$ cat config.mk
export PLATFORM = sky130hd
export DESIGN_NAME = rcv_timer
export DESIGN_NICKNAME = d
export VERILOG_FILES = /design/src/rtl/rcv_pkg.sv /design/src/rtl/rcv_timer.sv
export SDC_FILE = /design/constraint.sdc
export NUM_CORES = 1
export LEC_CHECK = 0
export ABC_AREA = 0
export CORE_ASPECT_RATIO = 0.7
export CORE_MARGIN = 5
export CORE_UTILIZATION = 45
export DETAILED_ROUTE_END_ITERATION = 10
export PLACE_DENSITY = 0.84
export SYNTH_ARGS = -nofsm -noshare
export SYNTH_HDL_FRONTEND = slang
export SYNTH_SLANG_ARGS = --single-unit
$ cat constraint.sdc
create_clock -name clk -period 1.9 [get_ports clk]
set_clock_uncertainty 0.05 [all_clocks]
set_input_delay 0.57 -clock clk [delete_from_list [all_inputs] [get_ports clk]]
set_output_delay 0.57 -clock clk [all_outputs]
set_load 0.01 [all_outputs]
$ cat src/rtl/rcv_pkg.sv
// Shared types and constants for the receive bit timer.
package rcv_pkg;

  typedef enum logic [1:0] {
    IDLE  = 2'd0,
    COUNT = 2'd1,
    DONE  = 2'd2,
    HOLD  = 2'd3
  } rcv_state_e;

  localparam int unsigned NUM_BITS_DEFAULT = 9;
  localparam int unsigned MIN_PERIOD       = 2;

endpackage

$ cat src/rtl/rcv_timer.sv
// Receive bit timer: mid-bit shift strobes and an end-of-packet pulse for a serial receiver.
module rcv_timer
  import rcv_pkg::*;
#(
  parameter int unsigned NUM_CNT_BITS = 4,
  parameter int unsigned NUM_BITS     = NUM_BITS_DEFAULT
) (
  input  logic                    clk,
  input  logic                    rst,
  input  logic                    enable_timer,
  input  logic                    clear,
  input  logic [NUM_CNT_BITS-1:0] bit_period,
  output logic                    shift_strobe,
  output logic                    packet_done,
  output logic [3:0]              bit_index,
  output logic                    busy
);

  localparam logic [NUM_CNT_BITS-1:0] MinP     = NUM_CNT_BITS'(MIN_PERIOD);
  localparam logic [NUM_CNT_BITS-1:0] CntOne   = NUM_CNT_BITS'(1);
  localparam logic [3:0]              LastIdx  = 4'(NUM_BITS - 1);

  rcv_state_e              state_q, state_d;
  logic [NUM_CNT_BITS-1:0] clk_cnt_q, clk_cnt_d;
  logic [NUM_CNT_BITS-1:0] period_q, period_d;
  logic [3:0]              bit_idx_q, bit_idx_d;
  logic                    strobe;

  // Periods below 2 would put the strobe on the wrap cycle; clamp them.
  function automatic logic [NUM_CNT_BITS-1:0] clamp_period(input logic [NUM_CNT_BITS-1:0] p);
    return (p < MinP) ? MinP : p;
  endfunction

  always_ff @(posedge clk or posedge rst) begin
    if (rst) begin
      state_q   <= IDLE;
      clk_cnt_q <= '0;
      bit_idx_q <= '0;
      period_q  <= MinP;
    end else begin
      state_q   <= state_d;
      clk_cnt_q <= clk_cnt_d;
      bit_idx_q <= bit_idx_d;
      period_q  <= period_d;
    end
  end

  always_comb begin
    state_d   = state_q;
    clk_cnt_d = clk_cnt_q;
    bit_idx_d = bit_idx_q;
    period_d  = period_q;

    strobe       = (state_q == COUNT) && (clk_cnt_q == (period_q >> 1));
    shift_strobe = strobe;
    packet_done  = (state_q == DONE);
    busy         = (state_q != IDLE);
    bit_index    = bit_idx_q;

    if (clear) begin
      state_d   = IDLE;
      clk_cnt_d = '0;
      bit_idx_d = '0;
    end else begin
      unique case (state_q)
        IDLE: begin
          clk_cnt_d = '0;
          bit_idx_d = '0;
          if (enable_timer) begin
            state_d  = COUNT;
            period_d = clamp_period(bit_period);
          end
        end
        COUNT: begin
          if (!enable_timer) begin
            state_d   = IDLE;
            clk_cnt_d = '0;
            bit_idx_d = '0;
          end else begin
            clk_cnt_d = (clk_cnt_q == period_q - CntOne) ? '0 : clk_cnt_q + CntOne;
            if (strobe) begin
              bit_idx_d = bit_idx_q + 4'd1;
              if (bit_idx_q == LastIdx) begin
                state_d   = DONE;
                clk_cnt_d = '0;
              end
            end
          end
        end
        DONE: begin
          // bit_index reads NUM_BITS only during the done pulse.
          state_d   = HOLD;
          bit_idx_d = '0;
        end
        HOLD: begin
          if (!enable_timer) begin
            state_d = IDLE;
          end
        end
        default: begin
          state_d   = IDLE;
          clk_cnt_d = '0;
          bit_idx_d = '0;
        end
      endcase
    end
  end

endmodule
==> summary.md, run 1 <==
| Metric | Value |
|---|---|
| Status | `finished with violations` |
| Failing checks | `setup timing` |
| Die W | `between 60 and 70 µm` |
| Routability Congestion | `~0.76` |
| CP Buf/Inv Count | `1` |
| Fin nets | `roughly 150` |
| Remaining antenna violation count | `0` |
| Synth Warn # | `0` |
| Root Driver | `clkbuf_4` |
| Synthesized area per cell | `between 9 and 10 µm²` |
| Net Switching | `roughly 230 µW` |
| Die area | `approximately 2900 µm²` |
| Worst R2R Path Depth | `8` |
| Fin worst setup slack | `-0.351 ns` |
| Hold Crit Class | `input pin to async pin` |
| CP Capture Type | `primary output` |
| Maximum clock insertion buffer count | `2` |
| # IOs | `15` |
| Diode count | `0` |
| Clock share of power | `a little over a quarter` |
| DRT Wirelength | `around 2600 µm` |
| Vias in the first global route | `slightly above 900` |
| Core Util, Final | `74.7%` |
| Primary FF master, synth | `dfrtp_1` |
| Sw Share | `between 20 and 30%` |
| Synth Area in Compound Gates | `a little over an eighth` |
| Die Y | `46.3 µm` |
| Cts hold-fix bufs | `0` |
| #FFs+latches synth | `14` |
| Combinational cell fraction of total power | `31.7%` |
| Num rows | `13` |
| CP startpoint kind | `register` |
| CTS sink cnt | `14` |
| Slew margin rel. | `a little over three fifths` |
| Final Max Tran Viols | `0` |
| P per Cell Area | `594 nW/µm²` |
| Vias per cell | `approximately 5.6` |
| Ys async rst share | `between 90% and 100%` |
| Worst-path clk slew | `around 0.090 ns` |
| Peak supply drop | `roughly 0.00040 V` |
| CTS tree | `built` |
| Post-Place Setup Slack | `-0.439 ns` |
| RSZ-0062 raised after global routing | `true` |
| RR Endpoint | `clk_cnt_q[2]` |
| Gate Count Post-Synth | `87` |
| Final setup violation count | `11` |
| First-pass GRT wire length | `4250 µm` |
| Tot GR Track Use | `around a fifth` |
| Reg2reg setup slack | `-0.32 ns` |
| Flop pwr share | `between 40% and 50%` |
| Post-synthesis mux area share | `3.99%` |
| Initial DRC count | `between 40 and 50` |
| CTS H-tree depth | `1` |
| Initial Util | `46.5%` |
| Crit path cell chain | `xor2_1 -> or4_4 -> nor2_2 -> buf_2` |
| Largest net degree at the start of global routing | `15` |
| Layout cells sized above 1 | `42.9%` |
| XOR/XNOR Fraction of Synth Area | `between 10% and 20%` |
| Core area | `approximately 1800 µm²` |
| Adder-Cell Fraction of Synth Area | `between 5 and 6%` |
| Pre-Repair DR Iteration Count | `4` |
| DRC Markers | `0` |
| Critical path depth | `4` |
| Slew @ Worst Pin | `0.558 ns` |
| Most frequent cells in the layout | `25 x buf_4, 10 x dfrtp_1, 10 x clkdlybuf4s50_1` |
| Slowest stage delay, CP | `between 0.5 and 0.6 ns` |
| Worst-Skew Late Latency | `approximately 0.29 ns` |
| TritonCTS buffer count | `3` |
| Post-DP HPWL | `1800 µm` |
| Sequential share of the synthesized area | `between 40 and 50%` |
| Routed via count | `approximately 870` |
| LEAKAGE | `around 0.00064 µW` |
| Req. time, crit path | `about 1.3 ns` |
| Antenna violations before repair | `0` |
| Syn Std Cell Area | `around 850 µm²` |
| Setup TNS | `-2.27 ns` |
| Commonest non-fill, non-tap cell in the layout | `buf_4` |
| WL per Instance | `~17 µm` |
| Number of enable flip-flop cells after synthesis | `0` |
| P&R area growth vs syn | `60.7%` |
| Final Cycle Share | `118%` |
| RR Startpoint | `clk_cnt_q[1]` |
| Crit-path leading delay family | `simple AND/OR/NAND/NOR gates` |
| MaxCap Viol Count | `0` |
| Min Tclk post-route | `~2.3 ns` |
| Syn nets | `just under 100` |
| Peak Freq | `444 MHz` |
| CP max-delay cell | `or4_4` |
| Synth Area in Simple Gates | `21.4%` |
| Internal Power | `582 µW` |
| Largest family of logic cells by synthesized area | `simple AND/OR/NAND/NOR gates` |
| Final Hold Viols | `0` |
| Crit path kind | `register to primary output` |
| Worst Path Max Fanout | `2` |
| Synth unique cells | `29` |
| IO buf count | `14` |
| Arr. time, crit path | `between 1.5 and 2 ns` |
| GRT overflow | `0` |
[flip-flops by register name, indices dropped and copies added (netlist names)]
signal,flops
clk_cnt_q,4
state_q,2
period_q,4
bit_index,4
[how the worst max path moves through the flow]
stage                             from           end  slack [ns]
final                     clk_cnt_q[1]  shift_strobe       -0.35
after global routing      clk_cnt_q[1]  shift_strobe       -0.39
after CTS                 clk_cnt_q[1]  shift_strobe       -0.31
after detailed placement  clk_cnt_q[1]  shift_strobe       -0.44
after global placement    clk_cnt_q[1]  shift_strobe       -0.42
after floorplan           clk_cnt_q[1]  clk_cnt_q[2]       -0.03
[per-stage QoR]
stage | cell area (µm²) | total power, µW | std cells | hold slack [ns]
global placement | 1170 | 530 | 143 | 0.491
finish | 1360 | 809 | 155 | 0.569
floorplan | 852 | 444 | 87 | 0.409
global route | 1360 | 849 | 155 | 0.590
CTS | 1330 | 809 | 153 | 0.551
detailed placement | 1170 | 543 | 143 | 0.523
[cells in the mapped netlist (4+ instances only)]
| master | number | area [µm²] |
|---|---|---|
| nand2_1 | 5 | 18.8 |
| nor2b_1 | 5 | 31.3 |
| inv_1 | 6 | 22.5 |
| dfrtp_1 | 13 | 325 |
| nand2b_1 | 4 | 25.0 |
| xnor2_1 | 7 | 61.3 |
| nor2_1 | 5 | 18.8 |
| o21ai_0 | 5 | 25.0 |
| ha_1 | 4 | 50.1 |
| nand3_1 | 4 | 20.0 |
[worst register-to-register path, stage by stage (launching register included)]
cell and delay (ns):
dfrtp_1 0.40, xor2_1 0.17, or4_4 0.53, buf_4 0.15, buf_6 0.11, nor3_4 0.24, buf_6 0.14, nor4b_1 0.05
a221o_1 0.26
[power by group through the flow]
stage               Sequential, µW  Clock [µW]  Combinational [µW]
global route                   336         238                 276
floorplan                      340           0                 104
global placement               337           0                 192
detailed placement             339           0                 204
finish                         334         219                 256
CTS                            333         224                 252
[metal layers]
layer / share of wire [%] / vias up / GRT usage [%]
met3: 5.5 / 8 / 5.32
met4: 2.8 / 0 / 7.20
met5: 0 / - / 0
met2: 50 / 29 / 37.6
li1: - / 400 / -
met1: 41 / 428 / 24.2
[logic make-up after synthesis]
family	count (synthesis)
simple gates	33
compound gates	16
flops	14
xor+xnor	10
buf+inv	7
fa+ha+maj	4
mux	3
[final cells by class]
class                   instances  area, µm²
clock buffers                   4       36.3
repair buffers                 43        364
well taps                      22       27.5
flip-flops and latches         14        355
fillers                       126        460
inverters                       6       25.0
multi-input cells              66        553
[what timing repair did]
| item | in CTS | in global routing |
|---|---|---|
| pin swaps | 4 | 3 |
| buffers inserted | 7 | 2 |
| endpoints found under the setup margin | 15 | 17 |
| resized for setup | 31 | 5 |
Power figures use the tool's default switching activity.
==> inputs of run 2 (changes only) <==
--- a/config.mk
+++ b/config.mk
@@ -10,6 +10,7 @@
 export CORE_MARGIN = 5
 export CORE_UTILIZATION = 45
 export DETAILED_ROUTE_END_ITERATION = 10
+export GPL_TIMING_DRIVEN = 0
 export PLACE_DENSITY = 0.84
 export SYNTH_ARGS = -nofsm -noshare
 export SYNTH_HDL_FRONTEND = slang
==> summary.md, run 2 (synthesis gave the netlist of run 1 again) <==
| Metric | Value |
|---|---|
| Commonest non-fill, non-tap cell in the layout | `clkdlybuf4s50_1` |
| Fin nets | `between 100 and 150` |
| Peak supply drop | `0.000591 V` |
| CTS sink cnt | `14` |
| CP max-delay cell | `or4_4` |
| Sw Share | `between 20% and 30%` |
| Die Y | `around 46 µm` |
| Flop pwr share | `between 40% and 50%` |
| Num rows | `13` |
| Die area | `2860 µm²` |
| # IOs | `15` |
| Min Tclk post-route | `approximately 2.2 ns` |
| Core Util, Final | `~67%` |
| Status | `finished with violations` |
| Root Driver | `clkbuf_4` |
| LEAKAGE | `roughly 0.00054 µW` |
| CTS tree | `built` |
| Hold slack | `between 0.5 and 0.6 ns` |
| Final Max Tran Viols | `0` |
| Slowest stage delay, CP | `~0.53 ns` |
| Core area | `~1800 µm²` |
| WL per Instance | `approximately 15 µm` |
| Initial DRC count | `19` |
| Vias in the first global route | `between 700 and 800` |
| CP startpoint kind | `register` |
| Combinational cell fraction of total power | `between 20% and 30%` |
| First-pass GRT wire length | `around 3300 µm` |
| Hold path depth | `1` |
| P&R area growth vs syn | `43.4%` |
| Worst Path Max Fanout | `2` |
| Maximum clock insertion buffer count | `2` |
| Arr. time, crit path | `roughly 1.6 ns` |
| Worst R2R Path Depth | `7` |
| CTS H-tree depth | `1` |
| Internal Power | `approximately 540 µW` |
| Initial Util | `46.5%` |
| Peak Freq | `446 MHz` |
| Failing checks | `setup timing` |
| Tot GR Track Use | `16.3%` |
| Fin worst setup slack | `-0.342 ns` |
| Layout cells sized above 1 | `between 30% and 40%` |
| Crit path kind | `register to primary output` |
| Die W | `61.9 µm` |
| Setup TNS | `-2.51 ns` |
| Clock share of power | `approximately 29%` |
| IO buf count | `14` |
| Final Hold Viols | `0` |
| TritonCTS buffer count | `3` |
| Worst-Skew Late Latency | `0.29 ns` |
| Net Switching | `between 200 and 250 µW` |
| Remaining antenna violation count | `0` |
| DRC Markers | `0` |
| P per Cell Area | `623 nW/µm²` |
| Post-DP HPWL | `between 1000 and 1500 µm` |
| Routability Congestion | `roughly 0.88` |
| Slew margin rel. | `between 60 and 70%` |
| Final Cycle Share | `118%` |
| Non-filler cells, final | `between 100 and 150` |
| Crit path cell chain | `xor2_1 -> or4_4 -> nor2_2 -> buf_2` |
| GRT overflow | `0` |
| RSZ-0062 raised after global routing | `true` |
| Vias per cell | `5.47` |
| Placed Instances | `around 120` |
| Routed via count | `760` |
| Slew @ Worst Pin | `~0.53 ns` |
| Req. time, crit path | `roughly 1.3 ns` |
| Diode count | `0` |
| Largest net degree at the start of global routing | `15` |
| Worst-path clk slew | `around 0.080 ns` |
| DRT Wirelength | `roughly 2000 µm` |
| Final setup violation count | `11` |
| Hold Crit Class | `register to register` |
| Pre-Repair DR Iteration Count | `4` |
| CP Capture Type | `primary output` |
| Antenna violations before repair | `0` |
| Most frequent cells in the layout | `11 x clkdlybuf4s50_1, 10 x buf_4, 8 x dfrtp_1` |
| MaxCap Viol Count | `0` |
| Cts hold-fix bufs | `0` |
[run 2: power groups by stage]
stage | Combinational [µW] | Sequential (µW) | Clock, µW
3_5_place_dp | 143 | 344 | 0
4_1_cts | 195 | 338 | 222
6_report | 201 | 338 | 218
3_3_place_gp | 137 | 343 | 0
2_1_floorplan | 104 | 340 | 0
5_1_grt | 223 | 340 | 232
[run 2: repair_timing]
item | in CTS | in global routing
gates resized for setup | 22 | 6
buffers inserted | 10 | 4
pin swaps | 6 | 4
setup endpoints to repair | 11 | 15
[run 2: metal layers]
layer | vias to the layer above | wire length, µm | GRT usage [%] | share of wire (%)
li1 | 370 | - | - | -
met1 | 369 | 925 | 20.5 | 46
met2 | 18 | 993 | 27.3 | 49
met3 | 3 | 89 | 5.04 | 4.4
met4 | 0 | 15 | 3.81 | 0.74
met5 | - | 0 | 0 | 0
[run 2: critical path: cells and delay by family (launching register included)]
family	cells	cell delay, ns
simple gates	2	0.62
flops	1	0.43
xor+xnor	1	0.16
buf+inv	1	0.13
[run 2: path summary, 6_finish.rpt]
check                           slack [ns]         start            to
max in group asynchronous             0.85           rst    state_q[0]
worst max register to register       -0.29  clk_cnt_q[2]  clk_cnt_q[2]
worst max-delay path                 -0.34  clk_cnt_q[2]  shift_strobe
worst min-delay path                  0.55   period_q[3]   period_q[3]
min in group asynchronous             0.56           rst  bit_index[3]
worst min register to register        0.55   period_q[3]   period_q[3]
[run 2: per-stage QoR]
stage | instance area [µm²] | power [µW] | setup slack [ns]
2_1_floorplan | 852 | 444 | -0.0325
3_3_place_gp | 1020 | 481 | -0.541
3_5_place_dp | 1020 | 487 | -0.552
4_1_cts | 1190 | 755 | -0.378
5_1_grt | 1210 | 796 | -0.406
6_report | 1210 | 757 | -0.342
[run 2: area by class of cell]
| type | instances | area (µm²) |
|---|---|---|
| inverters | 6 | 22.5 |
| well taps | 22 | 27.5 |
| repair buffers | 27 | 238 |
| clock buffers | 4 | 36.3 |
| fillers | 128 | 607 |
| multi-input cells | 66 | 533 |
| flip-flops and latches | 14 | 358 |
==> inputs of run 3 (changes only) <==
--- a/config.mk
+++ b/config.mk
@@ -9,8 +9,10 @@
 export CORE_ASPECT_RATIO = 0.7
 export CORE_MARGIN = 5
 export CORE_UTILIZATION = 45
+export CTS_CLUSTER_SIZE = 20
 export DETAILED_ROUTE_END_ITERATION = 10
 export GPL_TIMING_DRIVEN = 0
+export MAX_ROUTING_LAYER = met4
 export PLACE_DENSITY = 0.84
 export SYNTH_ARGS = -nofsm -noshare
 export SYNTH_HDL_FRONTEND = slang
==> results of run 3 <==
Final layout, timing and power as in run 2 (identical DEF).
Main changes from that run: final weighted congestion in routability-driven placement 0.880 -> 0.894; overall routing resource usage 16.3% -> 16.8%
